## src/rtl/fmdll_lock_ctrl.sv

```systemverilog
// fmdll_lock_ctrl: lock/ratio sequencer for the FMDLL frequency-multiplying DLL.
// Accepts M/N ratio requests over valid/ready, rejects illegal ratios with a
// one-cycle cfg_err pulse, and walks the DLL through RESET -> SETTLE -> TRACK
// until lock, retrying on timeout up to MAX_RETRY times before reporting FAIL.
//
// Optional feature macro: FMDLL_CTRL_RELOCK_EN
//   defined   - a dll_sel change while LOCKED drops lock and re-enters SETTLE
//   undefined - dll_sel is ignored while LOCKED
module fmdll_lock_ctrl #(
  parameter int RST_CYC     = 8,
  parameter int SETTLE_CYC  = 16,
  parameter int LOCK_CYC    = 32,
  parameter int TIMEOUT_CYC = 1024,
  parameter int MAX_RETRY   = 3
) (
  input  logic       clk_ext,
  input  logic       rst,
  input  logic       cfg_valid,
  output logic       cfg_ready,
  input  logic [1:0] cfg_m,
  input  logic [3:0] cfg_n,
  output logic       cfg_err,
  input  logic [1:0] dll_sel,
  output logic [1:0] dll_m,
  output logic [3:0] dll_n,
  output logic       dll_rst_n,
  output logic       busy,
  output logic       locked,
  output logic       fail,
  output logic [3:0] retry_cnt
);

  // Terminal counts: each phase ends on the edge where its counter shows N-1.
  localparam logic [15:0] RST_LAST     = 16'(RST_CYC - 1);
  localparam logic [15:0] SETTLE_LAST  = 16'(SETTLE_CYC - 1);
  localparam logic [15:0] LOCK_LAST    = 16'(LOCK_CYC - 1);
  localparam logic [15:0] TIMEOUT_LAST = 16'(TIMEOUT_CYC - 1);
  localparam logic [15:0] CNT_MAX      = 16'hFFFF;
  localparam logic [3:0]  RETRY_MAX    = 4'(MAX_RETRY);

  typedef enum logic [2:0] {
    ST_IDLE,
    ST_RESET,
    ST_SETTLE,
    ST_TRACK,
    ST_LOCKED,
    ST_FAIL
  } state_t;

  state_t      state_q;
  state_t      state_d;
  logic [15:0] phase_cnt;
  logic [15:0] stable_cnt;
  logic [1:0]  sel_prev;

  logic        cfg_legal;
  logic        legal_accept;
  logic        illegal_accept;
  logic        sel_same;
  logic        phase_done;
  logic        lock_hit;
  logic        load_cfg;
  logic        retry_inc;
  logic        state_change;

  // Ratio legality: M in {1,2,3}, N in {1,4,5,8,10}.
  // NOTE: every always_comb output gets a default first so no path leaves it unassigned (no latch).
  always_comb begin
    cfg_legal = 1'b0;
    if (cfg_m != 2'd0) begin
      case (cfg_n)
        4'd1, 4'd4, 4'd5, 4'd8, 4'd10: cfg_legal = 1'b1;
        default:                       cfg_legal = 1'b0;
      endcase
    end
  end

  assign legal_accept   = cfg_valid & cfg_ready & cfg_legal;
  assign illegal_accept = cfg_valid & cfg_ready & ~cfg_legal;
  assign sel_same       = (dll_sel == sel_prev);
  assign lock_hit       = sel_same && (stable_cnt == LOCK_LAST);
  assign state_change   = (state_d != state_q);

  // Phase-length terminal count for the timed states.
  always_comb begin
    phase_done = 1'b0;
    case (state_q)
      ST_RESET:  phase_done = (phase_cnt == RST_LAST);
      ST_SETTLE: phase_done = (phase_cnt == SETTLE_LAST);
      ST_TRACK:  phase_done = (phase_cnt == TIMEOUT_LAST);
      default:   phase_done = 1'b0;
    endcase
  end

  // Next-state logic; lock beats timeout, a legal accept beats relock.
  always_comb begin
    state_d   = state_q;
    load_cfg  = 1'b0;
    retry_inc = 1'b0;
    case (state_q)
      ST_IDLE: begin
        if (legal_accept) begin
          state_d  = ST_RESET;
          load_cfg = 1'b1;
        end
      end
      ST_RESET: begin
        if (phase_done) state_d = ST_SETTLE;
      end
      ST_SETTLE: begin
        if (phase_done) state_d = ST_TRACK;
      end
      ST_TRACK: begin
        if (lock_hit) begin
          state_d = ST_LOCKED;
        end else if (phase_done) begin
          if (retry_cnt < RETRY_MAX) begin
            state_d   = ST_RESET;
            retry_inc = 1'b1;
          end else begin
            state_d = ST_FAIL;
          end
        end
      end
      ST_LOCKED: begin
        if (legal_accept) begin
          state_d  = ST_RESET;
          load_cfg = 1'b1;
        end
`ifdef FMDLL_CTRL_RELOCK_EN
        else if (!sel_same) begin
          state_d = ST_SETTLE;
        end
`endif
      end
      ST_FAIL: begin
        if (legal_accept) begin
          state_d  = ST_RESET;
          load_cfg = 1'b1;
        end
      end
      default: state_d = ST_IDLE;
    endcase
  end

  // State register.
  // NOTE: sequential state uses non-blocking assignments so every flop samples pre-edge values.
  always_ff @(posedge clk_ext) begin
    if (rst) state_q <= ST_IDLE;
    else     state_q <= state_d;
  end

  // Phase counter: cleared on every state entry, saturates instead of wrapping.
  always_ff @(posedge clk_ext) begin
    if (rst || state_change) begin
      phase_cnt <= 16'd0;
    end else if (phase_cnt != CNT_MAX) begin
      phase_cnt <= phase_cnt + 16'd1;
    end
  end

  // Stable counter: consecutive TRACK cycles with an unchanged dll_sel.
  always_ff @(posedge clk_ext) begin
    if (rst || state_change) begin
      stable_cnt <= 16'd0;
    end else if (state_q == ST_TRACK) begin
      if (!sel_same)                  stable_cnt <= 16'd0;
      else if (stable_cnt != CNT_MAX) stable_cnt <= stable_cnt + 16'd1;
    end
  end

  // Previous dll_sel sample, taken every cycle.
  // NOTE: no reset here; it is pure datapath history and is overwritten on the first clock.
  always_ff @(posedge clk_ext) begin
    sel_prev <= dll_sel;
  end

  // Registered outputs, decoded from the next state so they align with it.
  always_ff @(posedge clk_ext) begin
    if (rst) begin
      cfg_ready <= 1'b1;
      cfg_err   <= 1'b0;
      dll_m     <= 2'd1;
      dll_n     <= 4'd1;
      dll_rst_n <= 1'b0;
      busy      <= 1'b0;
      locked    <= 1'b0;
      fail      <= 1'b0;
      retry_cnt <= 4'd0;
    end else begin
      cfg_ready <= (state_d == ST_IDLE) || (state_d == ST_LOCKED) || (state_d == ST_FAIL);
      cfg_err   <= illegal_accept;
      dll_rst_n <= (state_d == ST_SETTLE) || (state_d == ST_TRACK) || (state_d == ST_LOCKED);
      busy      <= (state_d == ST_RESET) || (state_d == ST_SETTLE) || (state_d == ST_TRACK);
      locked    <= (state_d == ST_LOCKED);
      fail      <= (state_d == ST_FAIL);
      if (load_cfg) begin
        dll_m     <= cfg_m;
        dll_n     <= cfg_n;
        retry_cnt <= 4'd0;
      end else if (retry_inc) begin
        retry_cnt <= retry_cnt + 4'd1;
      end
    end
  end

endmodule

```

## config.mk

```make
export PLATFORM = sky130hd
export DESIGN_NAME = fmdll_lock_ctrl
export DESIGN_NICKNAME = d
export VERILOG_FILES = /design/src/rtl/fmdll_lock_ctrl.sv
export SDC_FILE = /design/constraint.sdc
export NUM_CORES = 1
export LEC_CHECK = 0
export CAP_MARGIN = 20
export CORE_MARGIN = 8
export CORE_UTILIZATION = 43
export DETAILED_ROUTE_END_ITERATION = 10
export SLEW_MARGIN = 10
export SYNTH_ARGS = -nofsm -noshare
export SYNTH_HDL_FRONTEND = slang
export SYNTH_SLANG_ARGS = --single-unit
```

## constraint.sdc

```tcl
create_clock -name clk_ext -period 2.6 [get_ports clk_ext]
set_input_delay 0.39 -clock clk_ext [delete_from_list [all_inputs] [get_ports clk_ext]]
set_output_delay 0.39 -clock clk_ext [all_outputs]
set_load 0.05 [all_outputs]
```

Yosys cells after proc, flatten, opt, wreduce, memory -nomap -nowiden
Index checks and enable logic that the tools add are counted.
- flip-flop bits (word level): 53
- latch bits: 0
- bits in writable memories: 0
- memory bits (read-only): 0
- input port bits: 11
- output and inout bits: 16
- memories kept: 0
- $add $sub $neg: 3
- multiply operators: 0
- div/mod/pow operators: 0
- magnitude comparators: 1
- equal/unequal tests: 24
- shifts and indexed selects: 0
- mux-type cells: 18
- bitwise operators: 4
- reduce and logical (&&, ||, !) cells: 15
- operators by type and width (operator ; number):
    adder 16 x 1 -> 16 bit, second input constant ; 2
    two-way mux 16 bit ; 2
    inequality test 16 bit, second input constant ; 2
    two-way mux 3 bit ; 6
    equality test 16 x 10 -> 1 bit, second input constant ; 1
    equality test 16 x 3 -> 1 bit, second input constant ; 1
    equality test 16 x 4 -> 1 bit, second input constant ; 1
    equality test 16 x 5 -> 1 bit, second input constant ; 1
    equality test 3 x 2 -> 1 bit, second input constant ; 4
    equality test 3 bit, second input constant ; 4
    case mux 3 bit (4 select lines) ; 1
    equality test 4 x 3 -> 1 bit, second input constant ; 2
    equality test 4 bit, second input constant ; 2
    two-way mux 1 bit ; 8
    logical OR 1 bit ; 7
    equality test 3 x 1 -> 1 bit, second input constant ; 2
    zero test 3 bit ; 2
    OR reduction 5 bit ; 1
    adder 4 x 1 -> 4 bit, second input constant ; 1
    equality test 4 x 1 -> 1 bit, second input constant ; 1
    less-than comparator 4 x 2 -> 1 bit, second input constant ; 1
    bitwise AND 1 bit ; 3
    inequality test 3 bit ; 1
    case mux 1 bit (3 select lines) ; 1
    8 further kinds ; 8

Logic depth before layout (Yosys ltp)
Gate-level depths: netlist of the first run.
- depth in word-level cells: 10
- mapped depth: 8
- mapped depth without buffers: 7

Least setup slack after synthesis of the first run
No wires, ideal clock.
- kind: register -> register
- start point: reg phase_cnt[0]
- end point: reg busy
- setup time: 120 ps
- arrival time: 2000 ps
- data required time: 2480 ps
- slack: 480 ps
- stages on the path, launching flop included: 8
- path buffers: 0
- period minus slack after synthesis: 2120 ps
- path through: dfxtp_1 > ha_1 > and4bb_2 > nand2_1 > or3_1 > o32a_1 > and4_1 > or2_1
- word-level cells in the longest chain between the ends: 8
- elaborated cells between the ends (all ways): 14
- classes of those cells: eq/ne: 6; mux: 6; reduce/logical: 2
- RTL lines (what ; RTL line ; text):
    start: declaration ; 52 ; logic [15:0] phase_cnt;
    start signal: assignment ; 158 ; phase_cnt <= phase_cnt + 16'd1;
    equality test 16 x 10 -> 1 bit (tied with other cells) ; 90 ; ST_TRACK: phase_done = (phase_cnt == TIMEOUT_LAST);
    case mux 1 bit (3 select lines) (*) ; 87 ; case (state_q)
    two-way mux 3 bit ; 116 ; end else if (phase_done) begin
    two-way mux 3 bit ; 114 ; if (lock_hit) begin
    case mux 3 bit (4 select lines) (*) ; 100 ; case (state_q)
    equality test 3 x 1 -> 1 bit / equality test 3 x 2 -> 1 bit (equally long branches) ; 194 ; busy <= (state_d == ST_RESET) || (state_d == ST_SETTLE) || (state_d == ST_TRACK);
    logical OR 1 bit ; 194 ;
    logical OR 1 bit (*) ; 194 ;
    end signal: assignment ; 194 ;
    end: declaration ; 27 ; output logic busy,
Mark *: on every way between the ends. The rest lies on a longest branch, timed or not.
A chain may end at the register's enable or synchronous reset.

Final worst setup path of the first run
Ends and elaborated chain as after synthesis.

==> results of run 1 <==
==> per-layer routing <==
| layer | share of wire [%] | vias to the layer above | track usage [%] | wire length, um |
|---|---|---|---|---|
| li1 | - | 1165 | - | - |
| met1 | 48 | 1036 | 17.7 | 2930 |
| met2 | 48 | 33 | 22.6 | 2900 |
| met3 | 3.3 | 4 | 3.49 | 199 |
| met4 | 0.77 | 0 | 4.81 | 47 |
| met5 | 0 | - | 0 | 0 |
==> area by class of cell <==
class | instances | share of cell area, %
clock buffer | 6 | 2.62
multi-input combinational | 242 | 49.3
inverter | 2 | 0.238
timing repair buffer | 32 | 10.1
sequential | 53 | 33.6
tap | 75 | 2.98
clock inverter | 2 | 1.19
==> logic make-up after synthesis <==
| family | Yosys count |
|---|---|
| buffers and inverters | 13 |
| AO/OA/AOI/OAI | 38 |
| XOR/XNOR | 28 |
| multiplexers | 11 |
| AND/OR/NAND/NOR | 162 |
| adder cells (fa/ha/maj) | 3 |
| flip-flops | 53 |
==> through the flow <==
step	util, %	area [um^2]	hold slack (ns)
finish	53.0	3150	0.491
global route	53.0	3150	0.516
CTS	53.0	3150	0.490
detailed placement	50.9	3030	0.465
global placement	50.9	3030	0.464
floorplan	-	2670	0.418
==> power groups by stage <==
stage	sequential, uW	clock [uW]	combinational [uW]
after floorplan	875	0	60.1
after global placement	855	0	132
after detailed placement	855	0	134
after CTS	836	603	134
after global routing	838	633	146
final	836	582	133
==> path summary, 6_finish.rpt <==
check | from | endpoint | slack, ns | cells after the start
worst min register to register | dll_n[0]$_SDFFE_PP1P_ | dll_n[0]$_SDFFE_PP1P_ | 0.49 | 2
worst max register to register | phase_cnt[0]$_SDFFE_PP0P_ | busy$_SDFF_PP0_ | 0.28 | 7
worst max-delay path | phase_cnt[0]$_SDFFE_PP0P_ | busy$_SDFF_PP0_ | 0.28 | 7
worst min-delay path | dll_n[0]$_SDFFE_PP1P_ | dll_n[0]$_SDFFE_PP1P_ | 0.49 | 2
==> sequential cells by signal, summed over array words and instances, names as in the netlist <==
| name | cells |
|---|---|
| fail | 1 |
| cfg_err | 1 |
| stable_cnt | 16 |
| locked | 1 |
| dll_rst_n | 1 |
| cfg_ready | 1 |
| sel_prev | 2 |
| retry_cnt | 4 |
| dll_n | 4 |
| state_q | 3 |
| busy | 1 |
| dll_m | 2 |
| phase_cnt | 16 |
==> cell usage after synthesis (all sizes together), types with 2 or more instances <==
master	number	area, um^2
o21bai	2	15.0
nand2b	5	31.3
nand3	15	75.1
and4	12	105
nor3	20	100
nor3b	3	22.5
mux2i	10	100
a31oi	2	12.5
nor2b	2	12.5
and2	6	37.5
nor4	6	73.8
a211oi	2	15.0
nand4	8	50.1
ha	3	37.5
xor2	10	87.6
nand2	28	105
buf	2	10.0
inv	2	7.51
o211ai	3	27.5
xnor2	18	158
or3	3	18.8
nor2	36	135
a21o	3	22.5
clkbuf	9	35.0
o21ai	5	25.0
or2	3	18.8
a21oi	12	63.8
and3	11	68.8
dfxtp	53	1060
a21boi	2	15.0
==> tightest hold or removal path, delay by kind of cell (launching register included) <==
| kind | cells | cell delay, ns |
|---|---|---|
| simple gates | 1 | 0.06 |
| flops | 1 | 0.34 |
| mux | 1 | 0.06 |
==> flow_metrics.tcl, run 1 <==
set metrics [dict create \
    placedCellCount 404 \
    clkPwrFrac_pct 37.5 \
    grt_antenna_before_repair 0 \
    place.gp.congestion 0.804 \
    yosys.area_share.simple_pct 33.5 \
    worst_setup_path_start_kind "flop" \
    netlist-cell-type-count 49 \
    p_per_area_mw_per_mm2 492 \
    dp.final_hpwl_um 4470 \
    die_area_mm2 0.00898 \
    layout.cells.non_filler 412 \
    clkSlewWorstSetupHoldPaths_ns 0.10 \
    clk_latency_ns 0.30 \
    yosys_warnings 0 \
    cts_buffers 5 \
    num-nets-final 350 \
    drv_cap 0 \
    grt_usage_pct 14.0 \
    synth_ff_type "dfxtp_1" \
    fin_crit_sh_pct 89.4 \
    antenna_left 0 \
    multi_input_area_mm2 0.00155 \
    timing.fmax_ghz 0.430 \
    hold_violations 0 \
    h-tree-depth 2 \
    synth_xor_area_share_pct 9.19 \
    cp_data_arrival_time_ns 2.53 \
    post-place-ws_ns 0.278 \
    syn_area_mm2 0.00267 \
    timing.final.ws_setup_ns 0.275 \
    fin_setup_tns_ns 0 \
    die_x_um 94.8 \
    vias 2238 \
    skew_ns 0.00603 \
    rsz0062_at_grt "no" \
    io_buffers 26 \
    cp_num_buf_inv 0 \
    power_switching_uw 356 \
    synth_enable_flop_cells 0 \
    cp.required_ns 2.80 \
    ios 27 \
    ys_seq_elements 53 \
    path_delay_family "simple AND/OR/NAND/NOR gates" \
    wl_um 6070 \
    slew_viol_final 0 \
    seqPwrFrac_pct 53.9 \
    drive_above_1_share_pct 7.12 \
    root_buffer "clkbuf_8" \
    hold_buffers 0 \
    nFillCells 576 \
    cts_tree "yes" \
    mostFrequentLayoutCells "dfxtp_1 (53), nor2_1 (36), nand2_1 (28)" \
    cpPeakStageDelay_ns 0.42 \
    synth_top_family_by_area "simple AND/OR/NAND/NOR gates" \
    core_area_mm2 0.00596 \
    mostFrequentLayoutCell "dfxtp_1" \
    min_path_type "reg2reg" \
    rows 28 \
    crit_slowest_cell "or3_1" \
    drt_first_pass_iters 4 \
    synthAdderAreaFrac_pct 1.41 \
    synthMuxAreaShare_pct 4.17 \
    total_power_uw 1550 \
    p_comb_share_pct 8.6 \
    die_h_um 94.8 \
    wl_per_cell_um 14.7 \
    status "completed" \
    first_global_vias 2222 \
    p_leak_uw 0.00113 \
    fin_crit_ns 2.32 \
    via_per_inst 5.43 \
    endpoint_kind "flop" \
    setup_viol 0 \
    cts_buffer_depth 2 \
    drtIter0Drc 104 \
    synth-seq-area-share_pct 39.8 \
    area_growth_pct 18.2 \
    synthArstFlopShare_pct 0 \
    regArea_mm2 0.00106 \
    syn-num-nets 322 \
    start_util_pct 44.8 \
    overflow 0 \
    swShare_pct 23.0 \
    cts_setup_buffers 0 \
    cts_resized 0 \
    clock-sinks 53 \
    syn_inst 308 \
    p_int_uw 1190 \
    vdd_ir_drop_max_uv 425 \
    critical_path_class "reg2reg" \
    cp_max_fo 4 \
    timing.critical_path.cells "ha_1, and4bb_2, nand2_1, or3_1, o32a_1, and4_1, or2_1" \
    drc 0 \
    grt_pass1_wl_um 10200 \
    avgSynthCellArea_um2 8.66 \
    tightest_slew_ns 0.965 \
    synth-compound-area-share_pct 9.99 \
    antenna_cells 0 \
    grt_max_degree 24 \
    slew_headroom_pct 35.4 \
]
(Power assumes the default switching activity.)
==> run 2: changes to the inputs <==
Settings changed: PLACE_DENSITY set to 0.68.
==> flow_metrics.tcl, run 2 (synthesis results as in run 1) <==
set metrics [dict create \
    reg_top3 "phase_cnt (16), stable_cnt (16)" \
    clock-sinks 53 \
    min-delay-start "dll_m[0]$_SDFFE_PP1P_" \
    layout.cells.non_filler 413 \
    drv_cap 0 \
    cts_buffer_depth 2 \
    cp_max_fo 4 \
    drt_first_pass_iters 4 \
    skew_ns 0.00652 \
    ios 27 \
    clk_latency_ns 0.31 \
    fin_setup_tns_ns 0 \
    status "completed" \
    drive_above_1_share_pct 7.10 \
    crit_slowest_cell "or3_1" \
    placedCellCount 405 \
    cts_tree "yes" \
    clkPwrFrac_pct 32.1 \
    clkSlewWorstSetupHoldPaths_ns 0.10 \
    dp.final_hpwl_um 4390 \
    cp.required_ns 2.81 \
    r2r-start "phase_cnt[0]$_SDFFE_PP0P_" \
    worst_setup_path_start_kind "flop" \
    io_buffers 26 \
    wl_um 5820 \
    core_area_mm2 0.00596 \
    wl_per_cell_um 14.1 \
    p_per_area_mw_per_mm2 456 \
    p_leak_uw 0.00112 \
    p_comb_share_pct 9.2 \
    cts_resized 0 \
    cp_data_arrival_time_ns 2.55 \
    place.gp.congestion 0.885 \
    crit_start "phase_cnt[0]$_SDFFE_PP0P_" \
    min_path_type "reg2reg" \
    grt_pass1_wl_um 10200 \
    drc 0 \
    grt_antenna_before_repair 0 \
    cp_num_buf_inv 0 \
    grt_usage_pct 13.9 \
    cpPeakStageDelay_ns 0.43 \
    fin_crit_sh_pct 90.1 \
    timing.critical_path.cells "ha_1, and4bb_2, nand2_1, or3_1, o32a_1, and4_1, or2_1" \
    num-nets-final 351 \
    seqPwrFrac_pct 58.7 \
    swShare_pct 24.9 \
    via_per_inst 5.37 \
    area_growth_pct 17.1 \
    cts_buffers 5 \
    mostFrequentLayoutCell "dfxtp_1" \
    hold_buffers 0 \
    slew_viol_final 0 \
    rsz0062_at_grt "no" \
    grt_max_degree 24 \
    path_delay_family "simple AND/OR/NAND/NOR gates" \
    hold_violations 0 \
    cts_setup_buffers 0 \
    r2r_slack_ns 0.26 \
    first_global_vias 2223 \
    h-tree-depth 2 \
    antenna_left 0 \
    start_util_pct 44.8 \
    timing.fmax_ghz 0.427 \
    rows 28 \
    root_buffer "clkbuf_8" \
    slew_headroom_pct 37.4 \
    overflow 0 \
    fin_crit_ns 2.34 \
    critical_path_class "reg2reg" \
    p_int_uw 1070 \
    die_h_um 94.8 \
    power_switching_uw 355 \
    die_area_mm2 0.00898 \
    endpoint_kind "flop" \
    tightest_slew_ns 0.936 \
    drtIter0Drc 75 \
    mostFrequentLayoutCells "dfxtp_1 (53), nor2_1 (36), nand2_1 (28)" \
    setup_viol 0 \
    vias 2217 \
    vdd_ir_drop_max_uv 301 \
    die_x_um 94.8 \
    antenna_cells 0 \
]
==> run 2: area by class of cell <==
cell class / count / area, um^2
Clock buffer: 6 / 72.6
Clock inverter: 2 / 10.0
Fill cell: 600 / 2830
Inverter: 2 / 7.51
Multi-Input combinational cell: 242 / 1550
Sequential cell: 53 / 1060
Tap cell: 75 / 93.8
Timing Repair Buffer: 33 / 325
==> run 2: worst paths after layout <==
path,end,cells after the start
worst max register to register,busy$_SDFF_PP0_,7
worst max-delay path,busy$_SDFF_PP0_,7
worst min register to register,dll_m[0]$_SDFFE_PP1P_,2
worst min-delay path,dll_m[0]$_SDFFE_PP1P_,2
==> run 2: power by group through the flow <==
| stage | sequential, uW | combinational (uW) | clock (uW) |
|---|---|---|---|
| detailed placement | 855 | 132 | 0 |
| CTS | 836 | 133 | 471 |
| global placement | 855 | 131 | 0 |
| global route | 839 | 143 | 504 |
| finish | 836 | 131 | 456 |
| floorplan | 875 | 60.1 | 0 |
==> run 2: through the flow <==
stage                     setup WS [ns]  instance area [um^2]  power, uW  util, %  hold WS [ns]
after global placement            0.329                  3040        986     51.1         0.455
after floorplan                   0.480                  2670        935        -         0.418
after CTS                         0.289                  3120       1440     52.5         0.488
final                             0.258                  3120       1420     52.5         0.486
after global routing              0.119                  3120       1490     52.5         0.507
after detailed placement          0.305                  3040        988     51.1         0.464
==> run 2: worst reg2reg max path, stage by stage, from the launching register on <==
cell,delay [ns]
dfxtp_1,0.39
ha_1,0.24
and4bb_2,0.29
nand2_1,0.08
or3_1,0.43
o32a_1,0.40
and4_1,0.20
or2_1,0.22
==> run 2: per-layer routing <==
| layer | routed length (um) | vias to the layer above | track usage, % |
|---|---|---|---|
| li1 | - | 1167 | - |
| met3 | 156 | 7 | 3.81 |
| met2 | 2760 | 20 | 22.6 |
| met5 | 0 | - | 0 |
| met1 | 2850 | 1023 | 17.8 |
| met4 | 56 | 0 | 3.51 |
==> run 3: changes to the inputs <==
Settings changed: RECOVER_POWER set to 50.
==> flow_metrics.tcl, run 3 (synthesis results as in run 1) <==
set metrics [dict create \
    grt_pass1_wl_um 10200 \
    first_global_vias 2223 \
    drive_above_1_share_pct 6.51 \
    start_util_pct 44.8 \
    layout.cells.non_filler 413 \
    die_area_mm2 0.00898 \
    grt_max_degree 24 \
    multi_input_area_mm2 0.00155 \
    wl_um 5840 \
    hold_buffers 0 \
    cts_tree "yes" \
    r2r-start "phase_cnt[0]$_SDFFE_PP0P_" \
    cts_buffer_depth 2 \
    power_switching_uw 355 \
    min-delay-start "dll_m[0]$_SDFFE_PP1P_" \
    clk_latency_ns 0.31 \
    antenna_cells 0 \
    setup_viol 0 \
    timing.fmax_ghz 0.424 \
    r2r-end "busy$_SDFF_PP0_" \
    vias 2236 \
    cp_max_fo 4 \
    p_int_uw 1070 \
    num-nets-final 351 \
    min_path_type "reg2reg" \
    status "completed" \
    drv_cap 0 \
    core_area_mm2 0.00596 \
    regArea_mm2 0.00106 \
    hold_violations 0 \
    p_comb_share_pct 9.0 \
    skew_ns 0.00702 \
    cp_data_arrival_time_ns 2.57 \
    grt_usage_pct 13.9 \
    worst_setup_path_start_kind "flop" \
    whs_path_depth 2 \
    cp.required_ns 2.81 \
    fin_crit_ns 2.36 \
    wl_per_cell_um 14.1 \
    p_leak_uw 0.00115 \
    critical_path_class "reg2reg" \
    h-tree-depth 2 \
    die_x_um 94.8 \
    clock-sinks 53 \
    clkSlewWorstSetupHoldPaths_ns 0.10 \
    grt_antenna_before_repair 0 \
    ios 27 \
    via_per_inst 5.41 \
    slew_headroom_pct 37.4 \
    root_buffer "clkbuf_8" \
    slew_viol_final 0 \
    vdd_ir_drop_max_uv 300 \
    nFillCells 600 \
    mostFrequentLayoutCells "dfxtp_1 (53), nor2_1 (36), nand2_1 (28)" \
    place.gp.congestion 0.885 \
    seqPwrFrac_pct 58.8 \
    p_per_area_mw_per_mm2 456 \
    tightest_slew_ns 0.936 \
    endpoint_kind "flop" \
    layout.core_utilization_pct 52.3 \
    placedCellCount 405 \
    reg_top3 "phase_cnt (16), stable_cnt (16)" \
    drtIter0Drc 78 \
    mostFrequentLayoutCell "dfxtp_1" \
    fin_setup_tns_ns 0 \
    drt_first_pass_iters 4 \
    antenna_left 0 \
    cts_resized 0 \
    swShare_pct 25.0 \
    overflow 0 \
    reg2reg_depth 7 \
    io_buffers 26 \
    fin_crit_sh_pct 90.7 \
    cts_buffers 5 \
    rsz0062_at_grt "no" \
    dp.final_hpwl_um 4390 \
    die_h_um 94.8 \
    r2r_slack_ns 0.24 \
    hold_path_end "dll_m[0]$_SDFFE_PP1P_" \
    rows 28 \
    cts_setup_buffers 0 \
    clkPwrFrac_pct 32.2 \
    area_growth_pct 16.8 \
    drc 0 \
]
## run 3: cell types whose count changed in the layout (fill, tap and decap cells not counted), sizes merged
cell / before / now
clkdlybuf4s50: 26 / 7
dlygate4sd3: 0 / 19
## run 3: worst max path at each step
stage | slack (ns) | cells after the start | end | start
floorplan | 0.48 | 7 | busy$_SDFF_PP0_ | phase_cnt[0]$_SDFFE_PP0P_
global placement | 0.33 | 7 | busy$_SDFF_PP0_ | phase_cnt[0]$_SDFFE_PP0P_
detailed placement | 0.30 | 8 | stable_cnt[4]$_SDFFE_PP0P_ | cfg_n[0]
CTS | 0.29 | 7 | busy$_SDFF_PP0_ | phase_cnt[0]$_SDFFE_PP0P_
global route | 0.10 | 7 | busy$_SDFF_PP0_ | phase_cnt[0]$_SDFFE_PP0P_
finish | 0.24 | 7 | busy$_SDFF_PP0_ | phase_cnt[0]$_SDFFE_PP0P_
## run 3: critical path, stage by stage, from the launching register on
cell,delay (ns)
dfxtp_1,0.39
ha_1,0.24
and4bb_1,0.29
nand2_1,0.09
or3_1,0.43
o32a_1,0.40
and4_1,0.20
or2_1,0.22
## run 3: power by group through the flow
stage          Clock [uW]  Sequential, uW  Combinational, uW
2_1_floorplan           0             875               60.1
3_3_place_gp            0             855                131
3_5_place_dp            0             855                132
4_1_cts               471             836                133
5_1_grt               504             839                140
6_report              457             836                128
## run 3: metrics by stage
| step | hold slack [ns] | setup slack, ns | cell area, um^2 | total power [uW] |
|---|---|---|---|---|
| final | 0.480 | 0.243 | 3120 | 1420 |
| after global routing | 0.492 | 0.104 | 3120 | 1480 |
| after CTS | 0.488 | 0.289 | 3120 | 1440 |
| after detailed placement | 0.464 | 0.305 | 3040 | 988 |
| after global placement | 0.455 | 0.329 | 3040 | 986 |
| after floorplan | 0.418 | 0.480 | 2670 | 935 |
## run 3: layout make-up
type                       count  share of cell area (%)
multi-input combinational    242                    49.6
clock buffer                   6                    2.33
tap                           75                    3.01
clock inverter                 2                   0.321
sequential                    53                    34.1
inverter                       2                   0.241
timing repair buffer          33                    10.4
## run 3: layer usage
layer	GRT usage, %	vias to the layer above	part of all wire (%)
li1	-	1169	-
met1	17.8	1034	49
met2	22.6	26	47
met3	3.81	7	3.1
met4	3.51	0	0.96
met5	0	-	0
